==> src/rtl/relu_stream_if.sv <==
// Scheduler-facing handshake and BRAM/relu control bundle for the ReLU stream sequencer.
// The master drives start/abort/config; the slave (the sequencer) drives the rest.
interface relu_stream_if #(
   parameter int ADDR_WIDTH = 10,
   parameter int LEN_WIDTH  = 11
) ();
   logic                  start;
   logic                  abort;
   logic [LEN_WIDTH-1:0]  cfg_len;
   logic [ADDR_WIDTH-1:0] cfg_src_base;
   logic [ADDR_WIDTH-1:0] cfg_dst_base;
   logic                  cfg_bypass;
   logic                  rd_en;
   logic [ADDR_WIDTH-1:0] rd_addr;
   logic                  wr_en;
   logic [ADDR_WIDTH-1:0] wr_addr;
   logic                  relu_bypass;
   logic                  busy;
   logic                  ready;
   logic                  done;

   modport master (
      output start, abort, cfg_len, cfg_src_base, cfg_dst_base, cfg_bypass,
      input  rd_en, rd_addr, wr_en, wr_addr, relu_bypass, busy, ready, done
   );

   modport slave (
      input  start, abort, cfg_len, cfg_src_base, cfg_dst_base, cfg_bypass,
      output rd_en, rd_addr, wr_en, wr_addr, relu_bypass, busy, ready, done
   );
endinterface

==> src/rtl/relu_stream_ctrl.sv <==
// Sequencer streaming a run of words from the accumulator BRAM through relu into the
// output BRAM; write enables are the read enables delayed by the fixed pipeline depth.
module relu_stream_ctrl #(
   parameter int ADDR_WIDTH   = 10,
   parameter int LEN_WIDTH    = 11,
   parameter int RD_LATENCY   = 1,
   parameter int RELU_LATENCY = 1
) (
   input  logic       clk,
   input  logic       rst,
   relu_stream_if.slave bus
);
   localparam int PIPE = RD_LATENCY + RELU_LATENCY;
   // Only the oldest slot occupied: the next cycle carries the final write.
   localparam logic [PIPE-1:0] PEND_LAST = {1'b1, {(PIPE-1){1'b0}}};

   typedef enum logic [1:0] {ST_IDLE, ST_RUN, ST_DRAIN, ST_FIN} state_t;

   state_t                r_state, w_state_nx;
   logic                  r_rd_en, w_rd_en_nx;
   logic [ADDR_WIDTH-1:0] r_rd_addr, w_rd_addr_nx;
   logic [LEN_WIDTH-1:0]  r_rd_left, w_rd_left_nx;
   logic [ADDR_WIDTH-1:0] r_wr_addr, w_wr_addr_nx;
   logic [PIPE-1:0]       r_vld_p, w_vld_nx;
   logic                  r_bypass, w_bypass_nx;
   logic                  r_busy, w_busy_nx;
   logic                  r_ready, w_ready_nx;
   logic                  r_done, w_done_nx;
   logic [PIPE-1:0]       w_pend;
   logic                  w_wr_en;

   assign w_pend  = {r_vld_p[PIPE-2:0], r_rd_en};
   assign w_wr_en = r_vld_p[PIPE-1];

   always_comb begin
      w_state_nx   = r_state;
      w_rd_en_nx   = r_rd_en;
      w_rd_addr_nx = r_rd_addr;
      w_rd_left_nx = r_rd_left;
      w_wr_addr_nx = w_wr_en ? r_wr_addr + ADDR_WIDTH'(1) : r_wr_addr;
      w_vld_nx     = w_pend;
      w_bypass_nx  = r_bypass;
      w_busy_nx    = r_busy;
      w_ready_nx   = r_ready;
      w_done_nx    = 1'b0;

      case (r_state)
         ST_IDLE: begin
            if (bus.start && !bus.abort) begin
               w_bypass_nx  = bus.cfg_bypass;
               w_wr_addr_nx = bus.cfg_dst_base;
               w_rd_addr_nx = bus.cfg_src_base;
               w_busy_nx    = 1'b1;
               w_ready_nx   = 1'b0;
               if (bus.cfg_len != '0) begin
                  w_state_nx   = ST_RUN;
                  w_rd_en_nx   = 1'b1;
                  w_rd_left_nx = bus.cfg_len - LEN_WIDTH'(1);
               end else begin
                  w_state_nx = ST_FIN;
               end
            end
         end
         ST_RUN: begin
            if (r_rd_left == '0) begin
               w_rd_en_nx = 1'b0;
               w_state_nx = ST_DRAIN;
            end else begin
               w_rd_addr_nx = r_rd_addr + ADDR_WIDTH'(1);
               w_rd_left_nx = r_rd_left - LEN_WIDTH'(1);
            end
         end
         ST_DRAIN: begin
            if (w_pend == PEND_LAST) w_state_nx = ST_FIN;
         end
         ST_FIN: begin
            w_done_nx  = 1'b1;
            w_busy_nx  = 1'b0;
            w_ready_nx = 1'b1;
            w_state_nx = ST_IDLE;
         end
         default: w_state_nx = ST_IDLE;
      endcase

      // Cancel wins over everything, including the done pulse from FIN.
      if (bus.abort && r_state != ST_IDLE) begin
         w_state_nx = ST_IDLE;
         w_rd_en_nx = 1'b0;
         w_vld_nx   = '0;
         w_busy_nx  = 1'b0;
         w_ready_nx = 1'b1;
         w_done_nx  = 1'b0;
      end
   end

   always_ff @(posedge clk or posedge rst) begin
      if (rst) begin
         r_state   <= ST_IDLE;
         r_rd_en   <= 1'b0;
         r_rd_addr <= '0;
         r_rd_left <= '0;
         r_wr_addr <= '0;
         r_vld_p   <= '0;
         r_bypass  <= 1'b0;
         r_busy    <= 1'b0;
         r_ready   <= 1'b1;
         r_done    <= 1'b0;
      end else begin
         r_state   <= w_state_nx;
         r_rd_en   <= w_rd_en_nx;
         r_rd_addr <= w_rd_addr_nx;
         r_rd_left <= w_rd_left_nx;
         r_wr_addr <= w_wr_addr_nx;
         r_vld_p   <= w_vld_nx;
         r_bypass  <= w_bypass_nx;
         r_busy    <= w_busy_nx;
         r_ready   <= w_ready_nx;
         r_done    <= w_done_nx;
      end
   end

   assign bus.rd_en       = r_rd_en;
   assign bus.rd_addr     = r_rd_addr;
   assign bus.wr_en       = w_wr_en;
   assign bus.wr_addr     = r_wr_addr;
   assign bus.relu_bypass = r_bypass;
   assign bus.busy        = r_busy;
   assign bus.ready       = r_ready;
   assign bus.done        = r_done;
endmodule
==> src/flat_wrapper.sv <==
// flat-port wrapper written by rule: the top's interface ports become plain ports
module relu_stream_ctrl_flat 
#(
   parameter int ADDR_WIDTH   = 10,
   parameter int LEN_WIDTH    = 11,
   parameter int RD_LATENCY   = 1,
   parameter int RELU_LATENCY = 1
)
  (clk, rst, bus_start, bus_abort, bus_cfg_len, bus_cfg_src_base, bus_cfg_dst_base, bus_cfg_bypass, bus_rd_en, bus_rd_addr, bus_wr_en, bus_wr_addr, bus_relu_bypass, bus_busy, bus_ready, bus_done);
  relu_stream_if #(.ADDR_WIDTH(ADDR_WIDTH), .LEN_WIDTH(LEN_WIDTH)) bus_i ();
  input  logic clk;
  input  logic rst;
  input wire logic [$bits(bus_i.start)-1:0] bus_start;
  input wire logic [$bits(bus_i.abort)-1:0] bus_abort;
  input wire logic [$bits(bus_i.cfg_len)-1:0] bus_cfg_len;
  input wire logic [$bits(bus_i.cfg_src_base)-1:0] bus_cfg_src_base;
  input wire logic [$bits(bus_i.cfg_dst_base)-1:0] bus_cfg_dst_base;
  input wire logic [$bits(bus_i.cfg_bypass)-1:0] bus_cfg_bypass;
  output wire logic [$bits(bus_i.rd_en)-1:0] bus_rd_en;
  output wire logic [$bits(bus_i.rd_addr)-1:0] bus_rd_addr;
  output wire logic [$bits(bus_i.wr_en)-1:0] bus_wr_en;
  output wire logic [$bits(bus_i.wr_addr)-1:0] bus_wr_addr;
  output wire logic [$bits(bus_i.relu_bypass)-1:0] bus_relu_bypass;
  output wire logic [$bits(bus_i.busy)-1:0] bus_busy;
  output wire logic [$bits(bus_i.ready)-1:0] bus_ready;
  output wire logic [$bits(bus_i.done)-1:0] bus_done;
  assign bus_i.start = bus_start;
  assign bus_i.abort = bus_abort;
  assign bus_i.cfg_len = bus_cfg_len;
  assign bus_i.cfg_src_base = bus_cfg_src_base;
  assign bus_i.cfg_dst_base = bus_cfg_dst_base;
  assign bus_i.cfg_bypass = bus_cfg_bypass;
  assign bus_rd_en = bus_i.rd_en;
  assign bus_rd_addr = bus_i.rd_addr;
  assign bus_wr_en = bus_i.wr_en;
  assign bus_wr_addr = bus_i.wr_addr;
  assign bus_relu_bypass = bus_i.relu_bypass;
  assign bus_busy = bus_i.busy;
  assign bus_ready = bus_i.ready;
  assign bus_done = bus_i.done;
  relu_stream_ctrl #(.ADDR_WIDTH(ADDR_WIDTH), .LEN_WIDTH(LEN_WIDTH), .RD_LATENCY(RD_LATENCY), .RELU_LATENCY(RELU_LATENCY)) u_core (.clk(clk), .rst(rst), .bus(bus_i));
endmodule
==> config.mk <==
export PLATFORM = sky130hd
export DESIGN_NAME = relu_stream_ctrl_flat
export DESIGN_NICKNAME = d
export VERILOG_FILES = /design/src/rtl/relu_stream_if.sv /design/src/rtl/relu_stream_ctrl.sv /design/src/flat_wrapper.sv
export SDC_FILE = /design/constraint.sdc
export NUM_CORES = 1
export LEC_CHECK = 0
export ABC_AREA = 0
export CORE_ASPECT_RATIO = 1.5
export CORE_UTILIZATION = 40
export CTS_CLUSTER_SIZE = 28
export DETAILED_ROUTE_END_ITERATION = 16
export PLACE_DENSITY = 0.75
export SETUP_SLACK_MARGIN = 0.02
export SLEW_MARGIN = 20
export SYNTH_ARGS = -nofsm -noshare
export SYNTH_HDL_FRONTEND = slang
export SYNTH_SLANG_ARGS = --single-unit
==> constraint.sdc <==
create_clock -name clk -period 2.6 [get_ports clk]
set_input_delay 0.39 -clock clk [delete_from_list [all_inputs] [get_ports clk]]
set_output_delay 0.39 -clock clk [all_outputs]
set_load 0.05 [all_outputs]
# Word-level counts from Yosys, hierarchy flattened
# Cells that the tools add are included.
# word_totals
output_inout_bits,26
ram_bits,0
word_cells,71
mem_count,0
ff_bits,40
latchBits,0
romBits,0
inputBits,36
# op_classes
n_reduce_logical,16
n_addsub,4
div,0
eq_ne,11
n_mul,0
magnitude_cmp,0
bitwise_logic,0
shifts,0
mux,30
# op_table
cell,count
2-to-1 mux 10 bit,5
2-to-1 mux 11 bit,3
case mux 11 bit (2 select lines),1
"subtractor 11 x 1 -> 11 bit, second input constant",2
"adder 10 x 1 -> 10 bit, second input constant",2
case mux 10 bit (2 select lines),1
2-to-1 mux 2 bit,6
"inequality test 3 x 1 -> 1 bit, second input constant",4
zero test 11 bit,1
nonzero test 11 bit,1
2-to-1 mux 1 bit,10
case mux 2 bit (4 select lines),1
AND reduction 4 bit,2
"== test 2 bit, second input constant",3
case mux 1 bit (2 select lines),3
AND reduction 3 bit,2
nonzero test 3 bit,2
"inequality test 2 x 1 -> 1 bit, second input constant",2
AND reduction 2 bit,2
nonzero test 2 bit,2
"== test 2 x 1 -> 1 bit, second input constant",1
logical AND 1 bit,2
zero test 2 bit,1
"inequality test 2 bit, second input constant",1
zero test 1 bit,1

# Depth between registers and ports, before layout
# depth
word_depth,5
ltp_mapped,12

# Worst setup path before layout
# OpenSTA, ideal clock, no wires.
# synth_timing
path_kind,register to register
from,register u_core.r_state[1]
to,register u_core.r_rd_left[4]
required_ns,2.477
setup_time_ns,0.123
path_stages_with_launch,13
slack_ns,0.018
arrival_ns,2.460
period_less_slack_ns,2.582
path_cell_list,dfrtp_1 -> inv_1 -> ha_1 -> buf_2 -> buf_2 -> buf_2 -> mux2i_1 -> ha_1 -> clkbuf_1 -> o21ai_0 -> mux2i_1 -> a21oi_1 -> a21oi_1
# synth_between
elab_chain_cells,3
elab_cells_between_ends,8
cone_classes,eq/ne (4); mux (1); reduce/logical (3)
# synth_rtl
element,line,rtl
"start, declared",relu_stream_ctrl.sv:19,"state_t r_state, w_state_nx;"
"start signal, assigned",relu_stream_ctrl.sv:109,r_state <= w_state_nx;
== test 2 x 1 -> 1 bit or zero test 2 bit (tied branches),relu_stream_ctrl.sv:47,case (r_state)
inequality test 2 bit (no line) (tied with other cells),--,
AND reduction 4 bit (no line),--,
"end signal, assigned",relu_stream_ctrl.sv:112,r_rd_left <= w_rd_left_nx;
"end, declared",relu_stream_ctrl.sv:22,"logic [LEN_WIDTH-1:0] r_rd_left, w_rd_left_nx;"
# Parallel ways exist; a longest one is shown, timed or not.
# A chain may end at the register's enable or synchronous reset.

# Final worst setup path
# layout_timing
from,register u_core.r_state[1]
to,register u_core.r_rd_left[5]
# Same word-level chain as after synthesis.

==> flow_metrics.py <==
metrics = {
    "routing": {
        "antenna_left": 0,
        "firstDrtPassIters": 4,
        "wl_per_cell_um": 14.7,
        "dr_total_vias": 2537,
        "avgViaCountPerCell": 5.70,
        "routed_wirelength_um": 6540,
        "drc": 0,
        "drt_iter0_drc": 126,
    },
    "layout": {
        "final_cells": 445,
        "nets": 412,
        "diodes": 0,
        "area_growth_pct": 31.2,
        "drive_above_1_share_pct": 8.13,
        "final_cell_area_um2": 3480,
    },
    "timing": {
        "slew_viol_final": 0,
        "rsz0062_at_grt": "no",
        "setup_viol": 0,
        "whs_ns": 0.485,
        "min_period_ns": 2.34,
        "worst_pin_slew_ns": 0.610,
        "finalClockSkew_ns": 0.00596,
        "max_freq_ghz": 0.427,
        "finalSetupTns_ns": 0,
        "max-slew-margin-rel_pct": 59.3,
        "min_period_over_period_pct": 90.0,
        "hold_viol_final": 0,
    },
    "global_routing": {
        "grt_max_degree": 43,
        "grt_pass1_wl_um": 10700,
        "use_met1_pct": 22.9,
        "use_met2_pct": 36.1,
        "grt-busiest-layer": "met2",
        "antenna_found_initial": 0,
        "grt_usage_pct": 20.1,
        "gr-total-overflow": 0,
        "use_met3_pct": 3.15,
        "grt_pass1_vias": 2362,
    },
    "floorplan": {
        "core_um2": 6440,
        "die_h_um": 102,
        "num_io_pins": 62,
        "floorplan.die_area_um2": 6960,
        "rows": 36,
        "initial_core_util_pct": 41.2,
        "die_w_um": 68.5,
    },
    "clocking": {
        "cts.sinks": 40,
        "clock_latency_ns": 0.29,
        "cts_root_buf": "clkbuf_8",
        "cts-htree-levels": 2,
        "clk_pin_slew_ns": 0.08,
        "cts_buffers": 5,
        "cts_tree": "yes",
        "clock_path_buffers": 2,
    },
    "power": {
        "p_sw_share_pct": 49.6,
        "seq_power_share_pct": 28.3,
        "p_sw_mw": 2.27,
        "power_leakage_nw": 1.44,
        "p_total_mw": 4.58,
        "vdd_drop_max_mv": 0.498,
        "p_clk_share_pct": 11.1,
        "pwr-share-comb_pct": 60.6,
        "p_int_mw": 2.31,
        "powerDensity_nw_per_um2": 1320,
    },
    "min_path": {
        "min_to": "u_core.r_vld_p[1]",
        "hold_start": "u_core.r_vld_p[0]",
        "hold_class": "register to register",
        "hold_path_depth": 1,
    },
    "logic_synthesis": {
        "synth_cells": 304,
        "ys_seq_area_share_pct": 37.8,
        "ys_top_cells_by_count": "dfrtp_1 (39), nand2_1 (31), nor2_1 (27)",
        "ys_top_cells_by_area": "dfrtp_1 (37%), mux2i_1 (5.3%), nand2_1 (4.4%)",
        "syn_nets": 348,
        "syn-cell-area_um2": 2650,
        "ys_ff_latch": 40,
        "synth.distinct_cells": 56,
        "synth_top_cell_by_area": "dfrtp_1",
        "synth_top_area_share_pct": 36.8,
        "ys.flop_type": "dfrtp_1",
        "yosysWarnings": 0,
        "async_flop_share_pct": 100,
        "synth_edf_count": 0,
        "avgSynthCellArea_um2": 8.72,
        "yosysMostFrequentCell": "dfrtp_1",
    },
    "critical_path": {
        "r2r_end": "u_core.r_rd_left[5]",
        "endpoint_kind": "register",
        "cp-startpoint": "u_core.r_state[1]",
        "path_class": "register to register",
        "worstPathArrival_ns": 2.49,
        "startpoint_type": "register",
        "worst-path-max-fanout": 42,
        "rr_worst_depth": 8,
        "r2r_setup_slack_ns": 0.26,
        "r2r-start": "u_core.r_state[1]",
        "required_ns": 2.75,
    },
    "flow_run": {
        "cap_violations": 0,
    },
    "placed_design": {
        "place_area_um2": 3370,
        "place_hpwl_um": 4710,
        "place_congestion": 0.843,
        "numPortBuffers": 61,
        "dp_cells": 437,
    },
    "status": {
        "status": "finished clean",
    },
}
-- per-stage QoR --
step	utilization (%)	setup WS [ns]
after floorplan	-	0.130
after global placement	52.3	0.269
after detailed placement	52.3	0.213
after CTS	54.0	0.233
after global routing	54.0	0.0377
final	54.0	0.260
-- placed cells by master, fill, tap and decap left out, types with 4 or more instances in the layout --
master	synthesis	layout
clkdlybuf4s50_1	0	61
dfrtp_1	39	39
nand2_1	31	31
nor2_1	27	27
a21oi_1	23	23
o21ai_0	16	16
mux2i_1	14	14
nand3_1	12	12
inv_1	10	10
nor3_1	9	9
and3_1	8	8
buf_4	0	8
nand4_1	7	7
a31oi_1	7	7
ha_1	8	7
nor4_1	6	6
xor2_1	6	6
nand2b_1	5	5
clkbuf_8	0	5
a22oi_1	4	4
and2_1	4	4
xnor2_1	4	4
nand4b_1	4	4
-- power groups by stage --
stage               clock network [mW]  logic, mW  registers, mW
floorplan                            0       1.34           1.92
global placement                     0       2.71           1.29
detailed placement                   0       2.75           1.30
CTS                              0.530       2.76           1.29
global route                     0.558       3.01           1.35
finish                           0.510       2.77           1.30
-- how the worst max path moves through the flow --
| stage | end |
|---|---|
| after floorplan | u_core.r_rd_left[4] |
| after global placement | u_core.r_rd_left[10] |
| after detailed placement | u_core.r_rd_left[2] |
| after CTS | u_core.r_rd_left[4] |
| after global routing | u_core.r_rd_left[3] |
| final | u_core.r_rd_left[5] |
-- critical path: stages, from the launching register on --
cell     delay, ns
dfrtp_1       0.40
inv_1         0.11
ha_1          0.26
buf_12        0.20
or2_2         0.34
o32a_1        0.19
or4b_1        0.47
a31oi_1       0.18
a21oi_1       0.05
-- flip-flops by register name, indices dropped and copies added, names as in the netlist --
name	cells
u_core.r_rd_left	11
u_core.bus.rd_addr	10
u_core.bus.wr_addr	10
u_core.r_state	2
u_core.r_vld_p	2
u_core.bus.busy	1
u_core.bus.done	1
u_core.bus.rd_en	1
u_core.bus.ready	1
u_core.bus.relu_bypass	1
-- cell type report --
cell class / count / area, um2
well taps: 76 / 95.1
flip-flops and latches: 40 / 1000
clock buffers: 5 / 68.8
inverters: 11 / 41.3
multi-input cells: 240 / 1540
clock inverters: 3 / 42.5
repair buffers: 70 / 691
fillers: 597 / 2960
-- cell families (layout without fill, tap and decap cells) --
logic type      count (synthesis)  after routing  synth area share [%]
compound gates                 78             78                  19.2
buf+inv                        24             89                  4.25
xor+xnor                       10             10                  3.30
flops                          40             40                  37.8
simple gates                  127            127                  25.2
mux                            17             17                  6.56
fa+ha+maj                       8              8                  3.78
-- metal layers --
layer | up-vias | share of wire [%]
met5 | - | 0
met1 | 1184 | 40
li1 | 1245 | -
met3 | 14 | 5.1
met4 | 0 | 2.3
met2 | 94 | 52
-- repair_timing --
| item | in CTS | in global routing |
|---|---|---|
| endpoints found under the setup margin | 0 | 1 |
| buffers inserted | 0 | 0 |
| hold buffers | 0 | 0 |
| resized for setup | 0 | 1 |
(Power assumes the default switching activity.)
